<file path="src/rtl/clock_time_counter.sv">
// Timekeeping core: 1 Hz prescaler, hh:mm:ss counters and set-time FSM.
// Optional 12-hour presentation with pm flag when TIME_12H_EN is defined.
module clock_time_counter #(
  parameter int TICK_DIV = 50000000
) (
  input  logic       clk,
  input  logic       rst,
  input  logic       btn_mode,
  input  logic       btn_inc,
  output logic [5:0] second,
  output logic [5:0] minute,
  output logic [5:0] hour,
  output logic       sec_tick,
  output logic [1:0] set_state,
  output logic       blink
`ifdef TIME_12H_EN
  ,
  output logic       pm
`endif
);

  localparam int CW = $clog2(TICK_DIV);

  typedef enum logic [1:0] {
    S_RUN  = 2'b00,
    S_HOUR = 2'b01,
    S_MIN  = 2'b10
  } state_t;

  state_t r_state;
  state_t w_next;

  logic [CW-1:0] r_cnt;
  logic [5:0]    r_sec;
  logic [5:0]    r_min;
  logic [5:0]    r_hour;
  logic          r_sec_tick;

  logic w_tick;
  logic w_exit;
  logic w_inc;
  logic w_run_tick;

  assign w_tick     = (r_cnt == CW'(TICK_DIV - 1));
  assign w_exit     = (r_state == S_MIN) && btn_mode;
  // btn_mode takes priority over a coincident btn_inc
  assign w_inc      = btn_inc && !btn_mode;
  assign w_run_tick = (r_state == S_RUN) && w_tick;

  always_comb begin
    w_next = r_state;
    if (btn_mode) begin
      case (r_state)
        S_RUN:   w_next = S_HOUR;
        S_HOUR:  w_next = S_MIN;
        default: w_next = S_RUN;
      endcase
    end
  end

  always_ff @(posedge clk) begin
    if (rst) r_state <= S_RUN;
    else     r_state <= w_next;
  end

  always_ff @(posedge clk) begin
    if (rst || w_exit) r_cnt <= '0;
    else if (w_tick)   r_cnt <= '0;
    else               r_cnt <= r_cnt + CW'(1);
  end

  always_ff @(posedge clk) begin
    if (rst) begin
      r_sec      <= 6'd0;
      r_min      <= 6'd0;
      r_hour     <= 6'd0;
      r_sec_tick <= 1'b0;
    end else begin
      r_sec_tick <= w_run_tick;
      if (w_exit) begin
        r_sec <= 6'd0;
      end else if (w_run_tick) begin
        if (r_sec == 6'd59) begin
          r_sec <= 6'd0;
          if (r_min == 6'd59) begin
            r_min  <= 6'd0;
            r_hour <= (r_hour == 6'd23) ? 6'd0 : r_hour + 6'd1;
          end else begin
            r_min <= r_min + 6'd1;
          end
        end else begin
          r_sec <= r_sec + 6'd1;
        end
      end else if (w_inc && r_state == S_HOUR) begin
        r_hour <= (r_hour == 6'd23) ? 6'd0 : r_hour + 6'd1;
      end else if (w_inc && r_state == S_MIN) begin
        r_min <= (r_min == 6'd59) ? 6'd0 : r_min + 6'd1;
      end
    end
  end

  assign second    = r_sec;
  assign minute    = r_min;
  assign sec_tick  = r_sec_tick;
  assign set_state = r_state;
  assign blink     = (r_state == S_RUN) ||
                     (r_cnt < CW'(TICK_DIV / 2));

`ifdef TIME_12H_EN
  always_comb begin
    hour = r_hour;
    if (r_hour == 6'd0)      hour = 6'd12;
    else if (r_hour > 6'd12) hour = r_hour - 6'd12;
  end
  assign pm = (r_hour >= 6'd12);
`else
  assign hour = r_hour;
`endif

endmodule

</file>
<file path="config.mk">
export PLATFORM = sky130hd
export DESIGN_NAME = clock_time_counter
export DESIGN_NICKNAME = d
export VERILOG_FILES = /design/src/rtl/clock_time_counter.sv
export SDC_FILE = /design/constraint.sdc
export NUM_CORES = 1
export LEC_CHECK = 0
export CAP_MARGIN = 20
export CORE_MARGIN = 4
export CORE_UTILIZATION = 30
export DETAILED_ROUTE_END_ITERATION = 10
export MAX_ROUTING_LAYER = met4
export PLACE_DENSITY = 0.52
export SETUP_SLACK_MARGIN = 0.02
export SYNTH_ARGS = -nofsm -noshare
export SYNTH_HDL_FRONTEND = slang
export SYNTH_SLANG_ARGS = --single-unit
export TNS_END_PERCENT = 30
</file>
<file path="constraint.sdc">
create_clock -name clk -period 2.1 [get_ports clk]
set_input_delay 0.315 -clock clk [delete_from_list [all_inputs] [get_ports clk]]
set_output_delay 0.315 -clock clk [all_outputs]
set_load 0.005 [all_outputs]
</file>
* Word-level counts from Yosys, hierarchy flattened
Cells that the tools add are included.
** Word-level totals
- Register bits :: 47
- Bits of input ports :: 4
- Output and inout port bits :: 22
- Logic and storage cells :: 48
** Operators by class
- Add/sub/neg operators :: 4
- Magnitude comparators :: 1
- Equal/unequal tests :: 9
- Mux-type cells :: 12
- Bitwise operators :: 1
- Reduce and logical (&&, ||, !) cells :: 15
** Operator list (count)
- two-way mux 6 bit :: 11
- adder 26 x 1 -> 26 bit (second input constant) :: 1
- == test 26 bit (second input constant) :: 1
- less-than comparator 26 x 25 -> 1 bit (second input constant) :: 1
- adder 6 x 1 -> 6 bit (second input constant) :: 3
- == test 6 bit (second input constant) :: 2
- AND reduction 4 bit :: 2
- == test 6 x 5 -> 1 bit (second input constant) :: 1
- logical AND 1 bit :: 5
- != test 2 x 1 -> 1 bit (second input constant) :: 2
- one-hot mux 2 bit (2 select lines) :: 1
- nonzero test 2 bit :: 2
- OR reduction 2 bit :: 2
- == test 2 x 1 -> 1 bit (second input constant) :: 1
- == test 2 bit (second input constant) :: 1
- logical NOT 2 bit :: 1
- logical OR 1 bit :: 2
- != test 2 bit (second input constant) :: 1
- logical NOT 1 bit :: 1
- inverter 1 bit :: 1

* Logic depth before layout (Yosys ltp)
Gate-level depths: netlist of the first run.
- Word-level depth :: 6
- Gate-level depth with buffers :: 8
- Mapped depth without buffers :: 7

* Worst setup path after synthesis of the first run
OpenSTA, ideal clock, no wires.
- Path kind :: register -> register
- From :: register r_cnt[0]
- To :: register r_hour[5] (netlist: hour[5])
- Setup time :: 0.071 ns
- Arrival :: 2.088 ns
- Required time :: 2.029 ns
- Setup slack :: -0.059 ns
- Stages on the path, launching flop included :: 8
- Path buffers :: 0
- Period minus slack after synthesis :: 2.159 ns
- Path through :: dfxtp_1 > ha_1 > nand3_1 > or2_4 > nor4_4 > a31oi_2 > or4_1 > a21oi_1
** Between the ends
- Cells in the longest elaborated chain, start to end :: 4
- Elaborated cells between the ends (all ways) :: 7
- Classes of those cells :: eq/ne: 3; mux: 1; reduce/logical: 3
** RTL lines
- from (decl) :: line 33 : logic [CW-1:0] r_cnt;
- from (signal assigned) :: line 69 : else r_cnt <= r_cnt + CW'(1);
- == test 26 bit (*) :: line 44 : assign w_tick = (r_cnt == CW'(TICK_DIV - 1));
- logical AND 1 bit (*) :: line 48 : assign w_run_tick = (r_state == S_RUN) && w_tick;
- != test 2 x 1 -> 1 bit (no source line) or nonzero test 2 bit (tied branches)
- AND reduction 4 bit (no source line)
- to (signal assigned) :: line 87 : r_hour <= (r_hour == 6'd23) ? 6'd0 : r_hour + 6'd1;
- to (signal assigned) :: line 95 : r_hour <= (r_hour == 6'd23) ? 6'd0 : r_hour + 6'd1;
- to (decl) :: line 36 : logic [5:0] r_hour;
Mark *: on every way between the ends. The rest lies on a longest branch, timed or not.
A chain may end at the register's enable or synchronous reset.

* Worst setup path in the final report of the first run
- From :: register r_cnt[10]
- To :: output blink
** Between the ends
- Cells in the longest elaborated chain, start to end :: 2
** RTL lines
- less-than comparator 26 x 25 -> 1 bit :: line 107 : (r_cnt < CW'(TICK_DIV / 2));
- logical OR 1 bit :: line 106 : assign blink = (r_state == S_RUN) ||
- to (decl) :: line 15 : output logic blink
No other way between the ends.

==> metrics.md, run 1 <==
| Metric | Value |
|---|---|
| WL/cell | `12.1 µm` |
| Multi-input logic area | `1450 µm²` |
| Slew Viols, Final | `0` |
| Path type of the worst setup path | `reg -> out` |
| CTS tree | `done` |
| Worst slack at placement | `-229 ps` |
| Number of I/O port buffers | `25` |
| Initial antenna violation count | `0` |
| DR top layer | `met4` |
| First-pass GRT wire length | `9070 µm` |
| Relative slew slack | `72.6%` |
| Worst min path class | `reg -> reg` |
| Clk buf depth | `2` |
| Tcrit/Tclk final | `102%` |
| Final hold violation count | `0` |
| Failing checks | `setup timing` |
| Grt total ovfl | `0` |
| Clock root buffer | `clkbuf_8` |
| Vias | `roughly 2100` |
| Syn Nets | `276` |
| Critical Path End Type | `primary output` |
| Routed Antenna Nets | `0` |
| Layout cells sized above 1 | `26.6%` |
| Post-synthesis instance total | `268` |
| Routed WL | `5250 µm` |
| Core box area | `7330 µm²` |
| Area delta synth->final | `40.6%` |
| Max H-tree Level | `2` |
| Number of synthesized flops with an enable pin | `0` |
| Fillers | `721` |
| Router iterations before antenna repair | `4` |
| Clock skew | `approximately 11 ps` |
| WL met3 | `151 µm` |
| Seq. cell area | `947 µm²` |
| Distinct cells, synth | `44` |
| Largest net degree at the start of global routing | `20` |
| Die Wd | `95.5 µm` |
| CTS Hold Bufs | `0` |
| Final RePlAce weighted congestion | `0.787` |
| Leak | `between 0.001 and 0.0015 µW` |
| Sink Count | `47` |
| Vias per inst | `4.79` |
| Row Count | `31` |
| Main flop type after synthesis | `dfxtp_1` |
| RSZ-0062 raised after global routing | `true` |
| Status | `finished with violations` |
| Slew at the pin closest to its max-slew limit | `around 400 ps` |
| Final instance area | `3230 µm²` |
| Non-filler instance count after layout | `433` |
| Worst Setup Start Kind | `flip-flop` |
| Max-Cap Viols | `0` |
| GRT Total Usage | `12.6%` |
| F_max | `around 0.47 GHz` |
| FFs w/ async S/R, synth | `0%` |
| Hpwl dp | `3790 µm` |
| Setup ws final | `-44.8 ps` |
| Total CTS buffers | `5` |
| Inst Count DP | `about 420` |
| Cell Pwr Density | `~530 nW/µm²` |
| Required time worst endpoint | `1780 ps` |
| Iteration-0 DRC Markers | `55` |
| Synth warn | `0` |
| Min Tclk post-route | `2140 ps` |
| Diode count | `0` |
| Placed cell areas | `slightly below 3000 µm²` |
| Synthesized flop and latch total | `47` |
| Sequential area share after synthesis | `about two fifths` |
| Worst-Skew Late Latency | `300 ps` |
| Worst-path clk slew | `90 ps` |
| CP max FO | `2` |
| Mapped Area | `2300 µm²` |
| I/O pin count | `26` |
| NumNets Final | `around 340` |
| Max IR drop VDD | `0.287 mV` |
| Drt drc | `0` |
| Mean post-synth cell area | `~8.6 µm²` |
| Die span in y | `95.5 µm` |
| Metal2 WL | `2460 µm` |
| Metal-1 WL | `2610 µm` |
| Final setup fails | `4` |
| Vias in the first global route | `1942` |
| Die area | `9130 µm²` |
| Initial Util | `a little under a third` |
| Worst EP arrival | `1830 ps` |
==> state kept, by name, indices dropped and copies added (netlist names) <==
| name | cells |
|---|---|
| hour | 6 |
| minute | 6 |
| r_cnt | 26 |
| sec_tick | 1 |
| second | 6 |
| set_state | 2 |
==> cell type report <==
class / instances / area share (%)
clock buffers: 6 / 2.56
inverters: 8 / 0.930
repair buffers: 66 / 17.5
clock inverters: 2 / 1.08
flip-flops and latches: 47 / 29.3
well taps: 99 / 3.83
multi-input cells: 205 / 44.8
==> metal layers <==
metal  track usage, %  up-vias
li1                 -     1083
met1             16.5      971
met2             20.0       19
met3             2.60        2
met4             2.84        0
met5                -        -
==> synthesized netlist by cell type, drive strengths merged, types with 7 or more instances <==
| library cell | number | share of area [%] |
|---|---|---|
| xnor2 | 10 | 3.8 |
| a21oi | 15 | 3.3 |
| xor2 | 12 | 4.6 |
| or4 | 7 | 2.3 |
| o21ai | 12 | 2.6 |
| nand2 | 13 | 2.1 |
| or3 | 8 | 2.2 |
| nor2 | 42 | 6.9 |
| dfxtp | 47 | 41 |
| inv | 8 | 1.3 |
| and3 | 7 | 1.9 |
| nand3 | 18 | 4.1 |
==> critical path: stages (launching register included) <==
cell and delay, ps:
dfxtp_2 330, or4_4 530, o2111ai_2 190, a21oi_2 70, o21a_1 180, o22ai_2 100, buf_2 140
==> per-stage QoR <==
stage / utilization (%) / hold WS, ps / total power (µW) / setup TNS [ps]
floorplan: - / 430 / 978 / 0
global placement: 40.3 / 495 / 1030 / -359
detailed placement: 40.3 / 501 / 1030 / -630
CTS: 43.0 / 518 / 1740 / -110
global route: 44.1 / 539 / 1790 / -711
finish: 44.1 / 506 / 1710 / -84.5
==> layout by cell type, fill, tap and decap left out, drive strengths merged, types with 2 or more instances in the layout <==
| master | count |
|---|---|
| or2 | 3 |
| nor3 | 5 |
| o21ai | 12 |
| xnor2 | 10 |
| buf | 42 |
| or3 | 8 |
| nor2 | 42 |
| ha | 4 |
| nor4 | 5 |
| mux2i | 6 |
| inv | 8 |
| nor4bb | 2 |
| nand4 | 6 |
| nor2b | 5 |
| or3b | 2 |
| dfxtp | 47 |
| clkbuf | 6 |
| a31oi | 3 |
| nand4b | 3 |
| nand2b | 3 |
| xor2 | 12 |
| and3 | 7 |
| nand2 | 13 |
| clkdlybuf4s50 | 24 |
| o31ai | 3 |
| a21oi | 15 |
| or4 | 7 |
| nand3 | 18 |
==> worst paths after layout <==
| kind | startpoint | endpoint | slack [ps] | cells after the start |
|---|---|---|---|---|
| setup / recovery | r_cnt[10]$_SDFF_PP0_ | blink | -40 | 6 |
| hold / removal | minute[0]$_SDFFE_PP0P_ | minute[0]$_SDFFE_PP0P_ | 510 | 1 |
| setup reg to reg | r_cnt[10]$_SDFF_PP0_ | hour[4]$_SDFFE_PP0P_ | -20 | 5 |
| hold reg to reg | minute[0]$_SDFFE_PP0P_ | minute[0]$_SDFFE_PP0P_ | 510 | 1 |
==> report_power, final <==
group	switching (µW)	internal (µW)
Sequential	14.9	901
Clock	307	386
Combinational	48.5	52.7
Total	370	1340
==> logic make-up (layout without fill, tap and decap cells) <==
group,after synthesis,count (layout),share of synthesized area (%)
compound gates,39,39,10.3
xor+xnor,22,22,8.38
fa+ha+maj,4,4,2.18
buf+inv,16,82,2.72
flops,47,47,40.9
mux,7,7,3.10
simple gates,133,133,32.3
==> what timing repair did <==
item / in CTS / in global routing
endpoints found under the setup margin: 15 / 17
buffers inserted: 2 / 1
resized for setup: 20 / 22
pin swaps: 11 / 7
No activity file was read; power rests on OpenSTA's default activity.
==> run 2: changes to the inputs <==
CORE_ASPECT_RATIO = 0.5   (was not set)
SKIP_LAST_GASP = 1   (was not set)
==> run 2 against run 1 <==
The run still ends with setup timing left. Setup slack better by 40 ps. Sequential power barely moved. Power is 14% higher. Clock power rose by 34%. Cell count fell by 0.69%. Critical path depth is 1 higher. Worst hold slack improved by 5.9 ps. Die area up 0.93%. Core utilization grew 0.59 points. Clock skew fell by 4.3 ps. Critical path type is now reg -> reg.
==> metrics.md, run 2 (synthesis gave the netlist of run 1 again) <==
| Metric | Value |
|---|---|
| Required time worst endpoint | `2310 ps` |
| First-pass GRT wire length | `9260 µm` |
| Vias per inst | `just under 5` |
| Number of I/O port buffers | `25` |
| Drt drc | `0` |
| Grt total ovfl | `0` |
| Vias in the first global route | `roughly 2000` |
| Total CTS buffers | `5` |
| Placed cell areas | `2950 µm²` |
| GRT Total Usage | `12.3%` |
| Routed WL | `5460 µm` |
| Failing checks | `setup timing` |
| Slew at the pin closest to its max-slew limit | `345 ps` |
| Row Count | `22` |
| Tcrit/Tclk final | `100%` |
| Final RePlAce weighted congestion | `0.806` |
| Largest register FFs | `26` |
| Worst-Skew Late Latency | `290 ps` |
| Final hold violation count | `0` |
| Worst Setup Start Kind | `flip-flop` |
| Largest Register | `r_cnt` |
| Setup ws final | `-4.58 ps` |
| Largest net degree at the start of global routing | `26` |
| Hpwl dp | `approximately 4000 µm` |
| Clk buf depth | `2` |
| Path type of the worst setup path | `reg -> reg` |
| CTS Hold Bufs | `0` |
| Layout cells sized above 1 | `25.4%` |
| Status | `finished with violations` |
| Critical Path End Type | `flip-flop` |
| Inst Count DP | `417` |
| Final core occ | `44.7%` |
| Clock root buffer | `clkbuf_16` |
| Slowest cell delay on critical path | `530 ps` |
| Worst min path class | `reg -> reg` |
| Iteration-0 DRC Markers | `130` |
| Clock skew | `6.92 ps` |
| Leak | `between 0.001 and 0.0015 µW` |
| Min Tclk post-route | `2100 ps` |
| CTS tree | `done` |
| WL/cell | `12.7 µm` |
| RSZ-0062 raised after global routing | `true` |
| Router iterations before antenna repair | `4` |
| Final instance area | `3290 µm²` |
| Final setup fails | `2` |
| Routed Antenna Nets | `0` |
| CP max FO | `4` |
| Sink Count | `47` |
| Core box area | `7380 µm²` |
| Max IR drop VDD | `0.246 mV` |
| Area delta synth->final | `43.3%` |
| Die area | `9210 µm²` |
| Max H-tree Level | `2` |
| Commonest non-fill, non-tap cell in the layout | `dfxtp_1` |
| Initial antenna violation count | `0` |
| Crit path cell chain | `buf_6 -> nor4_4 -> buf_4 -> nand4b_1 -> or4_4 -> or3_1 -> a21oi_1` |
| Die span in y | `69.9 µm` |
| Slowest library cell on the worst path | `or4_4` |
| Die Wd | `132 µm` |
| Cell Pwr Density | `between 500 and 600 nW/µm²` |
| Max-Cap Viols | `0` |
| Worst-path clk slew | `60 ps` |
| Worst hold margin | `512 ps` |
| Vias | `around 2100` |
| Worst EP arrival | `2320 ps` |
| F_max | `about 0.48 GHz` |
| I/O pin count | `26` |
| Initial Util | `31.2%` |
| Most frequent cells in the layout | `43 x dfxtp_1, 40 x nor2_1, 36 x buf_4` |
| Slew Viols, Final | `0` |
| Non-filler instance count after layout | `430` |
| Diode count | `0` |
| Relative slew slack | `77.0%` |
| NumNets Final | `roughly 340` |
-- run 2: changes by cell type in the layout (fill, tap and decap cells not counted), moves of 2 or more --
cell and delta:
a21oi_1 +4, a21oi_2 -4, buf_4 -2, clkbuf_16 +5, clkbuf_8 -5, o21ai_0 +3, o21ai_1 -3, o31ai_2 -2
-- run 2: report_power, final --
part	total [µW]	internal, µW	switching (µW)
Combinational	102	54.4	47.8
Clock	930	592	338
Sequential	916	902	14.7
-- run 2: what timing repair did --
item | 4_1_cts | 5_1_grt
setup buffers | 3 | 2
endpoints found under the setup margin | 15 | 17
gates resized for setup | 17 | 20
pin swaps | 14 | 12
-- run 2: path summary, 6_finish.rpt --
| path | startpoint | to | slack [ps] | depth (start not counted) |
|---|---|---|---|---|
| worst max register to register | r_cnt[8]$_SDFF_PP0_ | second[4]$_SDFFE_PP0N_ | -5 | 7 |
| worst max-delay path | r_cnt[8]$_SDFF_PP0_ | second[4]$_SDFFE_PP0N_ | -5 | 7 |
| worst min-delay path | second[5]$_SDFFE_PP0N_ | second[5]$_SDFFE_PP0N_ | 510 | 2 |
| worst min register to register | second[5]$_SDFFE_PP0N_ | second[5]$_SDFFE_PP0N_ | 510 | 2 |
-- run 2: area by class of cell --
type	count	area, µm²
clock buffer	6	139
fill	718	4080
sequential	47	946
multi-input combinational	205	1440
inverter	8	30.0
clock inverter	2	35.0
timing repair buffer	66	581
tap	96	120
-- run 2: worst max-delay path: cells and delay by family (launching register included) --
family	cells	cell delay, ps
AOI/OAI and AO/OA	1	150
buffers and inverters	2	280
DFF	1	330
and+or+nand+nor	4	1280
-- run 2: metal layers --
layer	vias up	global-route usage (%)	share of wire (%)
met4	0	3.84	1.8
met5	-	-	0
met2	26	19.2	45
li1	1084	-	-
met1	998	16.2	51
met3	10	2.30	2.7
-- run 2: stage by stage --
step	power, µW	setup TNS [ps]	setup WS [ps]
after floorplan	978	0	21.4
after global placement	1030	-345	-142
after detailed placement	1030	-617	-155
after CTS	1960	-68.2	-60.2
after global routing	2010	-669	-100
final	1950	-7.83	-4.58
==> run 3: changes to the inputs <==
--- a/config.mk
+++ b/config.mk
@@ -8,5 +8,4 @@
 export CAP_MARGIN = 20
 export CORE_ASPECT_RATIO = 0.5
-export CORE_MARGIN = 4
 export CORE_UTILIZATION = 30
 export DETAILED_ROUTE_END_ITERATION = 10
==> constraint.sdc (replaced) <==
create_clock -name clk -period 2.1 [get_ports clk]
set_input_delay 0.315 -clock clk [delete_from_list [all_inputs] [get_ports clk]]
set_output_delay 0.315 -clock clk [all_outputs]
set_load 0.02 [all_outputs]
==> run 3 against run 2 <==
The run still ends with setup timing left. Power is 4.9% higher. Sequential share of layout area is 0.16 points lower. Global-route usage is 1.7 points higher. Clock skew is 4.9 ps lower. Via count is 0.57% lower. Combinational power hardly changed.
==> metrics.md, run 3 (synthesis gave the netlist of run 1 again) <==
| Metric | Value |
|---|---|
| Diode count | `0` |
| Worst-Skew Late Latency | `about 280 ps` |
| Crit path buf inv count | `1` |
| Slowest library cell on the worst path | `or4_4` |
| Clk buf depth | `2` |
| Final core occ | `44.9%` |
| Area delta synth->final | `44.1%` |
| Worst hold margin | `about 510 ps` |
| Clock root buffer | `clkbuf_16` |
| Total CTS buffers | `5` |
| Die span in y | `63.9 µm` |
| Slew Viols, Final | `0` |
| CP max FO | `6` |
| Largest register FFs | `26` |
| Die area | `roughly 8000 µm²` |
| Die Wd | `126 µm` |
| WL/cell | `12.3 µm` |
| F_max | `about 0.46 GHz` |
| Critical Path End Type | `flip-flop` |
| Routed Antenna Nets | `0` |
| Iteration-0 DRC Markers | `between 100 and 150` |
| Sink Count | `47` |
| Final setup fails | `5` |
| Max H-tree Level | `2` |
| I/O pin count | `26` |
| Max IR drop VDD | `between 0.5 and 0.6 mV` |
| Vias in the first global route | `1931` |
| Failing checks | `setup timing` |
| Row Count | `22` |
| First-pass GRT wire length | `8920 µm` |
| Slew at the pin closest to its max-slew limit | `495 ps` |
| Slowest cell delay on critical path | `~560 ps` |
| Commonest non-fill, non-tap cell in the layout | `dfxtp_1` |
| Path type of the worst setup path | `reg -> reg` |
| Vias | `2106` |
| Initial Util | `roughly 31%` |
| Number of I/O port buffers | `25` |
| Non-filler instance count after layout | `~430` |
| Final hold violation count | `0` |
| Final RePlAce weighted congestion | `about 0.83` |
| Worst Setup Start Kind | `flip-flop` |
| Setup ws final | `-61.5 ps` |
| NumNets Final | `roughly 340` |
| Crit path cell chain | `ha_4 -> nand3_2 -> or3_1 -> or4_4 -> nor4_4 -> buf_6 -> o21ai_0 -> a21oi_1` |
| Max-Cap Viols | `0` |
| Largest Register | `r_cnt` |
| RSZ-0062 raised after global routing | `true` |
| Grt total ovfl | `0` |
| Leak | `between 0.001 and 0.0015 µW` |
| Drt drc | `0` |
| Worst-path clk slew | `60 ps` |
| Routed WL | `5320 µm` |
| Status | `finished with violations` |
| CTS tree | `done` |
| Router iterations before antenna repair | `4` |
| Most frequent cells in the layout | `43 x dfxtp_1, 40 x nor2_1, 40 x buf_4` |
| Clock skew | `between 1.5 and 2 ps` |
| Tcrit/Tclk final | `103%` |
| Hpwl dp | `3810 µm` |
| Vias per inst | `4.86` |
| Required time worst endpoint | `between 2000 and 2500 ps` |
| Core box area | `7380 µm²` |
| CTS Hold Bufs | `0` |
| Largest net degree at the start of global routing | `26` |
| CP delay by family, top | `simple AND/OR/NAND/NOR gates` |
| Initial antenna violation count | `0` |
| Inst Count DP | `~420` |
| Final TNS setup | `-267 ps` |
| GRT Total Usage | `13.9%` |
| Relative slew slack | `66.5%` |
| Layout cells sized above 1 | `25.2%` |
| Min Tclk post-route | `~2200 ps` |
| Worst min path class | `reg -> reg` |
| Worst EP arrival | `2380 ps` |
| Cell Pwr Density | `between 600 and 700 nW/µm²` |
run 3: layout make-up:
| class | count | area [µm²] |
|---|---|---|
| tap | 96 | 120 |
| clock inverter | 3 | 67.6 |
| timing repair buffer | 69 | 606 |
| clock buffer | 5 | 125 |
| inverter | 8 | 30.0 |
| sequential | 47 | 946 |
| multi-input combinational | 205 | 1420 |
| fill | 720 | 4060 |
run 3: layer usage:
layer	share of wire (%)	GRT usage (%)
met1	52	18.8
met2	45	21.7
met3	2.2	2.68
met4	0.70	3.16
met5	0	-
run 3: final timing paths:
| check | from | cells past startpoint | endpoint | slack (ps) |
|---|---|---|---|---|
| worst max-delay path | r_cnt[1]$_SDFF_PP0_ | 8 | hour[1]$_SDFFE_PP0P_ | -60 |
| worst min-delay path | second[5]$_SDFFE_PP0N_ | 2 | second[5]$_SDFFE_PP0N_ | 510 |
| worst max register to register | r_cnt[1]$_SDFF_PP0_ | 8 | hour[1]$_SDFFE_PP0P_ | -60 |
| worst min register to register | second[5]$_SDFFE_PP0N_ | 2 | second[5]$_SDFFE_PP0N_ | 510 |
run 3: power breakdown:
part	leakage [µW]	total, µW	switching, µW	internal [µW]
Combinational	0.000742	105	51.5	53.3
Sequential	0.000381	916	14.8	902
Clock	0.0000900	1020	340	682
run 3: worst min-delay path: cells and delay by family, from the launching register on:
kind            cells  cell delay, ps
compound gates      2             130
flops               1             330
run 3: metrics by stage:
step / power, µW / cell area (µm²) / setup slack [ps]
after CTS: 2070 / 3220 / -105
after detailed placement: 1030 / 2960 / -261
after global placement: 1030 / 2960 / -238
final: 2040 / 3310 / -61.5
after floorplan: 982 / 2310 / 43.8
after global routing: 2120 / 3310 / -115
run 3: timing repair:
item	in CTS	in global routing
gates resized for setup	18	18
endpoints found under the setup margin	17	16
setup buffers	1	3
pin swaps	10	8
